### src/rtl/cardgame21_pkg.sv
//==============================================================================
// Module      : cardgame21_pkg
// Description : Shared encodings, FSM states and default thresholds for the
//               multi-player 21 table and its display logic.
// Revision    : 1.0
//==============================================================================
`default_nettype none

package cardgame21_pkg;

    localparam logic [1:0] c_PENDING = 2'b00;
    localparam logic [1:0] c_WIN     = 2'b01;
    localparam logic [1:0] c_LOSE    = 2'b10;
    localparam logic [1:0] c_PUSH    = 2'b11;

    localparam logic [1:0] c_PHASE_PLAYERS = 2'b00;
    localparam logic [1:0] c_PHASE_DEALER  = 2'b01;
    localparam logic [1:0] c_PHASE_DONE    = 2'b10;

    localparam int c_DEF_TARGET       = 21;
    localparam int c_DEF_DEALER_STAND = 17;
    localparam int c_DEF_CARD_MAX     = 10;

    typedef enum logic [2:0] {
        P_WAIT  = 3'd0,
        P_ADD   = 3'd1,
        P_CHECK = 3'd2,
        D_DRAW  = 3'd3,
        D_ADD   = 3'd4,
        D_CHECK = 3'd5,
        RESOLVE = 3'd6,
        DONE    = 3'd7
    } state_t;

    // RESOLVE still belongs to the dealer phase; only DONE reports completion.
    function automatic logic [1:0] phase_of(input state_t s);
        case (s)
            P_WAIT, P_ADD, P_CHECK:           phase_of = c_PHASE_PLAYERS;
            D_DRAW, D_ADD, D_CHECK, RESOLVE:  phase_of = c_PHASE_DEALER;
            default:                          phase_of = c_PHASE_DONE;
        endcase
    endfunction

endpackage

`default_nettype wire

### src/rtl/edge_detect.sv
//==============================================================================
// Module      : edge_detect
// Description : Registers a level input and emits a one-cycle rising-edge pulse.
// Revision    : 1.0
//==============================================================================
`default_nettype none

module edge_detect (
    input  logic clock,
    input  logic reset,
    input  logic level,
    output logic pulse
);

    logic r_level_q;

    always_ff @(posedge clock) begin
        if (reset) begin
            r_level_q <= 1'b0;
        end else begin
            r_level_q <= level;
        end
    end

    assign pulse = level & ~r_level_q;

endmodule

`default_nettype wire

### src/rtl/cardgame21_table.sv
//==============================================================================
// Module      : cardgame21_table
// Description : One round of 21 for N_PLAYERS players against an automatic
//               dealer, with per-player win/lose/push resolution.
// Revision    : 1.0
//==============================================================================
`default_nettype none

module cardgame21_table
    import cardgame21_pkg::*;
#(
    parameter int N_PLAYERS    = 2,
    parameter int SCORE_W      = 6,
    parameter int TARGET       = c_DEF_TARGET,
    parameter int DEALER_STAND = c_DEF_DEALER_STAND,
    parameter int CARD_MAX     = c_DEF_CARD_MAX
) (
    input  logic                           clock,
    input  logic                           reset,
    input  logic                           draw,
    input  logic                           next,
    input  logic [3:0]                     card_in,
    output logic [N_PLAYERS*SCORE_W-1:0]   player_scores,
    output logic [SCORE_W-1:0]             dealer_score,
    output logic [3:0]                     last_card,
    output logic [2:0]                     active_player,
    output logic [1:0]                     phase,
    output logic [2*N_PLAYERS-1:0]         results
);

    localparam logic [SCORE_W-1:0] c_TARGET   = SCORE_W'(TARGET);
    localparam logic [SCORE_W-1:0] c_STAND    = SCORE_W'(DEALER_STAND);
    localparam logic [3:0]         c_CARD_MAX = 4'(CARD_MAX);
    localparam logic [2:0]         c_LAST     = 3'(N_PLAYERS - 1);

    state_t             r_state, w_state_nxt;
    logic [SCORE_W-1:0] r_score  [N_PLAYERS];
    logic [SCORE_W-1:0] w_score_nxt [N_PLAYERS];
    logic [1:0]         r_result [N_PLAYERS];
    logic [1:0]         w_result_nxt [N_PLAYERS];
    logic [SCORE_W-1:0] r_dealer, w_dealer_nxt;
    logic [3:0]         r_last_card, w_last_card_nxt;
    logic [2:0]         r_active, w_active_nxt;
    logic               r_stand, w_stand_nxt;

    logic               w_draw_edge, w_next_edge;
    logic [3:0]         w_card;
    logic [SCORE_W-1:0] w_cur_score;
    logic               w_all_bust;

    edge_detect u_draw_edge (
        .clock (clock),
        .reset (reset),
        .level (draw),
        .pulse (w_draw_edge)
    );

    edge_detect u_next_edge (
        .clock (clock),
        .reset (reset),
        .level (next),
        .pulse (w_next_edge)
    );

    assign w_card = (card_in == 4'd0 || card_in > c_CARD_MAX) ? c_CARD_MAX : card_in;

    // Before RESOLVE, a LOSE result can only mean the player busted.
    always_comb begin
        w_cur_score = '0;
        w_all_bust  = 1'b1;
        for (int i = 0; i < N_PLAYERS; i++) begin
            if (r_active == 3'(i)) begin
                w_cur_score = r_score[i];
            end
            if (r_result[i] != c_LOSE) begin
                w_all_bust = 1'b0;
            end
        end
    end

    always_comb begin
        w_state_nxt     = r_state;
        w_dealer_nxt    = r_dealer;
        w_last_card_nxt = r_last_card;
        w_active_nxt    = r_active;
        w_stand_nxt     = r_stand;
        for (int i = 0; i < N_PLAYERS; i++) begin
            w_score_nxt[i]  = r_score[i];
            w_result_nxt[i] = r_result[i];
        end

        case (r_state)
            P_WAIT: begin
                if (w_next_edge) begin
                    w_stand_nxt = 1'b1;
                    w_state_nxt = P_CHECK;
                end else if (w_draw_edge) begin
                    w_last_card_nxt = w_card;
                    w_state_nxt     = P_ADD;
                end
            end
            P_ADD: begin
                for (int i = 0; i < N_PLAYERS; i++) begin
                    if (r_active == 3'(i)) begin
                        w_score_nxt[i] = r_score[i] + SCORE_W'(r_last_card);
                    end
                end
                w_state_nxt = P_CHECK;
            end
            P_CHECK: begin
                if (w_cur_score > c_TARGET) begin
                    for (int i = 0; i < N_PLAYERS; i++) begin
                        if (r_active == 3'(i)) begin
                            w_result_nxt[i] = c_LOSE;
                        end
                    end
                end
                if (w_cur_score >= c_TARGET || r_stand) begin
                    w_stand_nxt = 1'b0;
                    if (r_active == c_LAST) begin
                        w_state_nxt = D_DRAW;
                    end else begin
                        w_active_nxt = r_active + 3'd1;
                        w_state_nxt  = P_WAIT;
                    end
                end else begin
                    w_state_nxt = P_WAIT;
                end
            end
            D_DRAW: begin
                if (w_all_bust) begin
                    w_state_nxt = RESOLVE;
                end else if (r_dealer < c_STAND) begin
                    w_last_card_nxt = w_card;
                    w_state_nxt     = D_ADD;
                end else begin
                    w_state_nxt = RESOLVE;
                end
            end
            D_ADD: begin
                w_dealer_nxt = r_dealer + SCORE_W'(r_last_card);
                w_state_nxt  = D_CHECK;
            end
            D_CHECK: begin
                w_state_nxt = D_DRAW;
            end
            RESOLVE: begin
                for (int i = 0; i < N_PLAYERS; i++) begin
                    if (r_result[i] != c_LOSE) begin
                        if (r_dealer > c_TARGET || r_score[i] > r_dealer) begin
                            w_result_nxt[i] = c_WIN;
                        end else if (r_score[i] == r_dealer) begin
                            w_result_nxt[i] = c_PUSH;
                        end else begin
                            w_result_nxt[i] = c_LOSE;
                        end
                    end
                end
                w_state_nxt = DONE;
            end
            DONE: begin
                if (w_draw_edge || w_next_edge) begin
                    for (int i = 0; i < N_PLAYERS; i++) begin
                        w_score_nxt[i]  = '0;
                        w_result_nxt[i] = c_PENDING;
                    end
                    w_dealer_nxt    = '0;
                    w_last_card_nxt = '0;
                    w_active_nxt    = '0;
                    w_stand_nxt     = 1'b0;
                    w_state_nxt     = P_WAIT;
                end
            end
            default: w_state_nxt = P_WAIT;
        endcase
    end

    always_ff @(posedge clock) begin
        if (reset) begin
            r_state     <= P_WAIT;
            r_dealer    <= '0;
            r_last_card <= '0;
            r_active    <= '0;
            r_stand     <= 1'b0;
            for (int i = 0; i < N_PLAYERS; i++) begin
                r_score[i]  <= '0;
                r_result[i] <= c_PENDING;
            end
        end else begin
            r_state     <= w_state_nxt;
            r_dealer    <= w_dealer_nxt;
            r_last_card <= w_last_card_nxt;
            r_active    <= w_active_nxt;
            r_stand     <= w_stand_nxt;
            for (int i = 0; i < N_PLAYERS; i++) begin
                r_score[i]  <= w_score_nxt[i];
                r_result[i] <= w_result_nxt[i];
            end
        end
    end

    for (genvar g = 0; g < N_PLAYERS; g++) begin : g_pack
        assign player_scores[g*SCORE_W +: SCORE_W] = r_score[g];
        assign results[2*g +: 2]                   = r_result[g];
    end

    assign dealer_score  = r_dealer;
    assign last_card     = r_last_card;
    assign active_player = r_active;
    assign phase         = phase_of(r_state);

endmodule

`default_nettype wire

### config.mk
export PLATFORM = sky130hd
export DESIGN_NAME = cardgame21_table
export DESIGN_NICKNAME = d
export VERILOG_FILES = /design/src/rtl/cardgame21_pkg.sv /design/src/rtl/edge_detect.sv /design/src/rtl/cardgame21_table.sv
export SDC_FILE = /design/constraint.sdc
export NUM_CORES = 1
export LEC_CHECK = 0
export CORE_MARGIN = 5
export CORE_UTILIZATION = 58
export CTS_CLUSTER_SIZE = 24
export DETAILED_ROUTE_END_ITERATION = 8
export PLACE_DENSITY_LB_ADDON = 0.2
export REMOVE_ABC_BUFFERS = 1
export SETUP_SLACK_MARGIN = 0.5
export SKIP_LAST_GASP = 1
export SYNTH_ARGS = -nofsm -noshare
export SYNTH_HDL_FRONTEND = slang
export SYNTH_HIERARCHICAL = 1
export SYNTH_SLANG_ARGS = --single-unit
### constraint.sdc
create_clock -name clock -period 4.97 [get_ports clock]
set_input_delay 0.497 -clock clock [delete_from_list [all_inputs] [get_ports clock]]
set_output_delay 0.497 -clock clock [all_outputs]
set_load 0.03 [all_outputs]
== After elaboration in Yosys (flattened, before gate mapping) ==
Memory sizes are Yosys's and may differ from the RTL's.
Index checks and enable logic that the tools add are counted.

* Bits in registers: 19
* Bits in writable memories: 16
* Input port bits: 8
* Logic and storage cells: 119
* Memories kept: 2

{| class="wikitable"
|+ Memory list
! memory !! words !! width !! rd ports !! clocked after Yosys merged registers in !! write ports !! RTL line !! source
|-
| r_score || 2 || 6 || 2 || 0 || 2 || cardgame21_table.sv:37 || <nowiki>logic [SCORE_W-1:0] r_score [N_PLAYERS];</nowiki>
|-
| r_result || 2 || 2 || 2 || 0 || 2 || cardgame21_table.sv:39 || <nowiki>logic [1:0] r_result [N_PLAYERS];</nowiki>
|}

* Add/subtract/negate cells: 4
* Order comparisons: 7
* Equality and inequality tests: 21
* Muxes and demuxes: 51
* Bitwise gates (word level): 8
* Reductions and logical operators: 19

{| class="wikitable"
|+ Operator list
! kind !! count
|-
| $mux 6 || 7
|-
| $mux 4 || 8
|-
| $pmux 12 s2 || 1
|-
| $pmux 3 s8 || 1
|-
| $pmux 4 s3 || 2
|-
| $mux 2 || 11
|-
| $ne 2x2->1 const B || 10
|-
| $add 6x4->6 || 3
|-
| $mux 3 || 6
|-
| $eq 3x3->1 const B || 4
|-
| $eq 6x6->1 || 2
|-
| $gt 6x5->1 const B || 2
|-
| $gt 6x6->1 || 2
|-
| $mux 12 || 1
|-
| $pmux 6 s2 || 1
|-
| $mux 1 || 10
|-
| $reduce_and 4->1 || 2
|-
| $eq 3x1->1 const B || 2
|-
| $eq 3x2->1 const B || 2
|-
| $ge 6x5->1 const B || 1
|-
| $logic_not 3->1 || 2
|-
| $lt 6x5->1 const B || 1
|-
| $pmux 3 s2 || 1
|-
| $reduce_and 6->1 || 1
|-
| 15 further kinds || 27
|}

== Longest topological paths before layout ==
* Depth after elaboration: 7
* Gate-level depth with buffers: 9
* Gate-level depth less buffers: 8

== Modules after synthesis ==
The synthesis kept the hierarchy.

{| class="wikitable"
|+ Modules (own cells, without submodules)
! module !! instances !! cells each !! area each (um^2) !! seq. area each (um^2)
|-
| cardgame21_table || 1 || 300 || 2412.3 || 660.6
|-
| edge_detect || 2 || 3 || 47.5 || 20.0
|}

== Worst setup path before layout ==
OpenSTA, ideal clock, no wires.

* Kind: register to register
* Start point: register r_active[1], in the netlist active_player[1]
* End point: memory r_result[1][0], in the netlist r_result[0][2]
* Library setup time: 0.116 ns
* Arrival: 2.185 ns
* Data required time: 4.854 ns
* Path slack: 2.669 ns
* Cell stages (with the launch flop): 10
* Path buffers: 1
* Period minus slack after synthesis: 2.301 ns
* Path through: dfxtp_1 > inv_1 > ha_1 > clkbuf_1 > nand3b_1 > a21oi_1 > a32oi_1 > a31o_1 > o31a_1 > a31o_1

{| class="wikitable"
|+ RTL lines
! item !! RTL line !! source
|-
| start, declared || cardgame21_table.sv:43 || <nowiki>logic [2:0] r_active, w_active_nxt;</nowiki>
|-
| start signal, assigned || cardgame21_table.sv:193 || <nowiki>r_active <= w_active_nxt;</nowiki>
|-
| end, declared || cardgame21_table.sv:39 ||
|}

== Final worst setup path ==
* Start point: register r_state[2]
* End point: output port phase[1]

* Longest elaborated chain between the ends: 3
* Elaborated cells on any way between the ends: 10
* Classes of those cells: eq/ne: 6; mux: 1; reduce/logical: 3

{| class="wikitable"
|+ Ends and longest elaborated chain
! item !! RTL line !! source
|-
| start, declared || cardgame21_table.sv:36 || <nowiki>state_t r_state, w_state_nxt;</nowiki>
|-
| start signal, assigned || cardgame21_table.sv:190 || <nowiki>r_state <= w_state_nxt;</nowiki>
|-
| $eq 3x2->1 (tied with other cells) || cardgame21_pkg.sv:37 || <nowiki>case (s)</nowiki>
|-
| $reduce_or 4->1 / $reduce_or 3->1 (equally long branches) || cardgame21_pkg.sv:37 ||
|-
| $pmux 2 s2 (*) || cardgame21_pkg.sv:37 ||
|-
| end, declared || cardgame21_table.sv:27 || <nowiki>output logic [1:0] phase,</nowiki>
|}

Every way passes the cells marked *; elsewhere a longest branch is shown, timed or not.

==> impl_metrics.env <==
export IMPL_die_x_um=75.8
export IMPL_hold_path_depth=2
export IMPL_rr_worst_depth=6
export IMPL_cp_max_fo=17
export IMPL_setup_tns_ps=0
export IMPL_slew_headroom_pct=59.2
export IMPL_cts_tree="yes"
export IMPL_slew_viol_final=0
export IMPL_grt_start_max_net_pins=26
export IMPL_core_area_um2=4260
export IMPL_place_area_um2=2930
export IMPL_synth_avg_cell_area_um2=8.19
export IMPL_cp_arrival_ps=2310
export IMPL_internal_power_uw=474
export IMPL_insertion_delay_ps=300
export IMPL_crit_family="buffers and inverters"
export IMPL_overflow=0
export IMPL_yosysSeqAreaShare_pct=27.9
export IMPL_track_usage_pct=26.3
export IMPL_cp_required_ps=4470
export IMPL_synth_compound_area_share_pct=25.9
export IMPL_ir_drop_v=0.000172
export IMPL_min_path_type="reg -> reg"
export IMPL_syn_area_um2=2510
export IMPL_wire_per_inst_um=17.5
export IMPL_power_switching_uw=277
export IMPL_start_kind="register"
export IMPL_yosysWarnings=6
export IMPL_max_freq_ghz=0.356
export IMPL_dr_pass1_iters=5
export IMPL_viasPerCell=6.21
export IMPL_vias=2470
export IMPL_layout_commonest_cell="clkdlybuf4s50_1"
export IMPL_area_growth_pct=20.4
export IMPL_synth_async_reset_ratio_pct=0
export IMPL_synth_top_area_cell="dfxtp_1"
export IMPL_crit_slowest_cell="dfxtp_1"
export IMPL_cts_root_buffer="clkbuf_8"
export IMPL_drive_above_1_share_pct=6.07
export IMPL_synthMuxAreaShare_pct=0.399
export IMPL_cts_buffers=5
export IMPL_cts_max_path_buffers=2
export IMPL_routed_wirelength_um=6970
export IMPL_dp_hpwl_um=5270
export IMPL_synth_area_top_cells="dfxtp_1 (28%), ha_1 (13%), nor2_1 (5.2%)"
export IMPL_crit_type="reg -> out"
export IMPL_layout_common_cells="clkdlybuf4s50_1 (38), nor2_1 (35), dfxtp_1 (35), ha_1 (27), nand2_1 (24)"
export IMPL_fin_area_um2=3020
export IMPL_cts_sinks=35
export IMPL_fin_skew_ps=9.42
export IMPL_synthAdderAreaFrac_pct=15.9
export IMPL_cp_depth=3
export IMPL_fin_nets=383
export IMPL_cts_htree_levels=2
export IMPL_critical_path_max_stage_delay_ps=710
export IMPL_status="finished, final reports clean"
export IMPL_ys_ff_latch=35
export IMPL_combPwrFrac_pct=26.4
export IMPL_io_pins=39
export IMPL_period_minus_slack_ps=2810
export IMPL_antenna_found_initial=0
export IMPL_drt_iter0_drc=163
export IMPL_grt_pass1_vias=2278
export IMPL_switching_share_pct=36.9
export IMPL_place_gp_congestion=0.882
export IMPL_antenna_left=0
export IMPL_rows=24
export IMPL_period_share_pct=56.5
export IMPL_finalSetupViolCount=0
export IMPL_grt_setup_unrepaired="no"
export IMPL_path_clk_slew_ps=80
export IMPL_synth_top_cell_area_share_pct=27.9
export IMPL_hold_ws_ps=495
export IMPL_postCtsSetupRepairBufs=0
export IMPL_setup_ws_ps=2160
export IMPL_synth_simple_area_share_pct=20.7
export IMPL_die_height_um=75.8
export IMPL_worst_pin_slew_ps=611
export IMPL_antenna_cells=0
export IMPL_synth_xor_area_share_pct=4.54
export IMPL_ctsResizeCount=0
export IMPL_synthCells=306
export IMPL_portBuffers=38
export IMPL_p_per_area_nw_per_um2=249
export IMPL_yosys_cell_types_count=49
export IMPL_synth_edff_count=0
export IMPL_die_area_um2=5740
export IMPL_clkPwrFrac_pct=28.3
export IMPL_max_cap_viol_count=0
export IMPL_p_total_uw=751
export IMPL_synth_top_family_by_area="compound AO/OA/AOI/OAI gates"
export IMPL_crit_path_cell_trace="nand3_1 > inv_2 > clkdlybuf4s50_1"
export IMPL_hold_viol_final=0
export IMPL_path_buf_inv=2
export IMPL_seq_power_share_pct=45.2
export IMPL_cts_hold_buffers=0
export IMPL_grt_pass1_wl_um=11300
export IMPL_preCtsSetupSlack_ps=2570
export IMPL_endpoint_kind="primary output"
export IMPL_start_util_pct=58.8
export IMPL_synth_ff_type="dfxtp_1"
export IMPL_p_leak_nw=1.17
export IMPL_drc=0
state kept, by name (all words and copies together) (netlist names):
register               flops
r_score                   12
u_draw_edge/r_level_q      1
r_stand                    1
u_next_edge/r_level_q      1
r_result                   4
last_card                  4
active_player              3
dealer_score               6
r_state                    3
cell usage after synthesis, types with 3 or more instances:
cell	number
o31ai_1	5
a31o_1	3
a211oi_1	3
xnor2_1	9
fa_1	3
o21ai_0	9
nor2b_4	4
o211ai_1	4
xor2_1	4
nor2b_1	9
nand2_1	24
or3_1	3
a22oi_1	4
a32oi_1	4
ha_1	27
nor2_1	35
a21oi_1	21
inv_1	21
o21a_1	3
nand2b_1	3
nor3_1	7
inv_2	3
a21o_1	4
o21ai_1	10
nand3_1	12
a41o_1	3
clkbuf_1	7
dfxtp_1	35
worst paths after layout:
check                                    start          endpoint  slack (ps)
worst max-delay path                r_state[2]          phase[1]        2160
worst min-delay path            r_result[0][0]    r_result[0][0]         490
worst max register to register      r_state[2]  active_player[1]        2660
worst min register to register  r_result[0][0]    r_result[0][0]         490
layout make-up:
cell class,instances,area (µm²)
well taps,52,65.1
multi-input cells,240,1690
inverters,24,90.1
clock inverters,2,12.5
repair buffers,39,388
flip-flops and latches,35,701
clock buffers,6,72.6
fillers,385,1240
power by group through the flow:
stage | Clock [mW] | Combinational (mW) | Sequential [mW]
after floorplan | 0 | 0.121 | 0.345
after global placement | 0 | 0.192 | 0.342
after detailed placement | 0 | 0.195 | 0.344
after CTS | 0.214 | 0.197 | 0.337
after global routing | 0.229 | 0.218 | 0.342
final | 0.213 | 0.199 | 0.340
cells by family (layout without fill, tap and decap cells):
kind of cell    count (synthesis)  in the layout
simple gates                  103            103
compound gates                 93             93
flops                          35             35
buf+inv                        31             71
fa+ha+maj                      30             30
xor+xnor                       13             13
mux                             1              1
worst min-delay path: cells and delay by family (launching register included):
kind	cells	cell delay, ps
flip-flops	1	330
multiplexers	1	60
AND/OR/NAND/NOR	1	60
per-stage QoR:
step / util, % / instances
floorplan: - / 299
global placement: 68.8 / 390
detailed placement: 68.8 / 390
CTS: 70.8 / 398
global route: 70.8 / 398
finish: 70.8 / 398
layer usage:
layer,track usage [%],up-vias,part of all wire (%)
met2,40.1,102,46
met1,34.8,1167,44
met3,7.12,13,7.5
met4,11.7,0,2.1
met5,0,-,0
li1,-,1188,-
(Power assumes the default switching activity.)
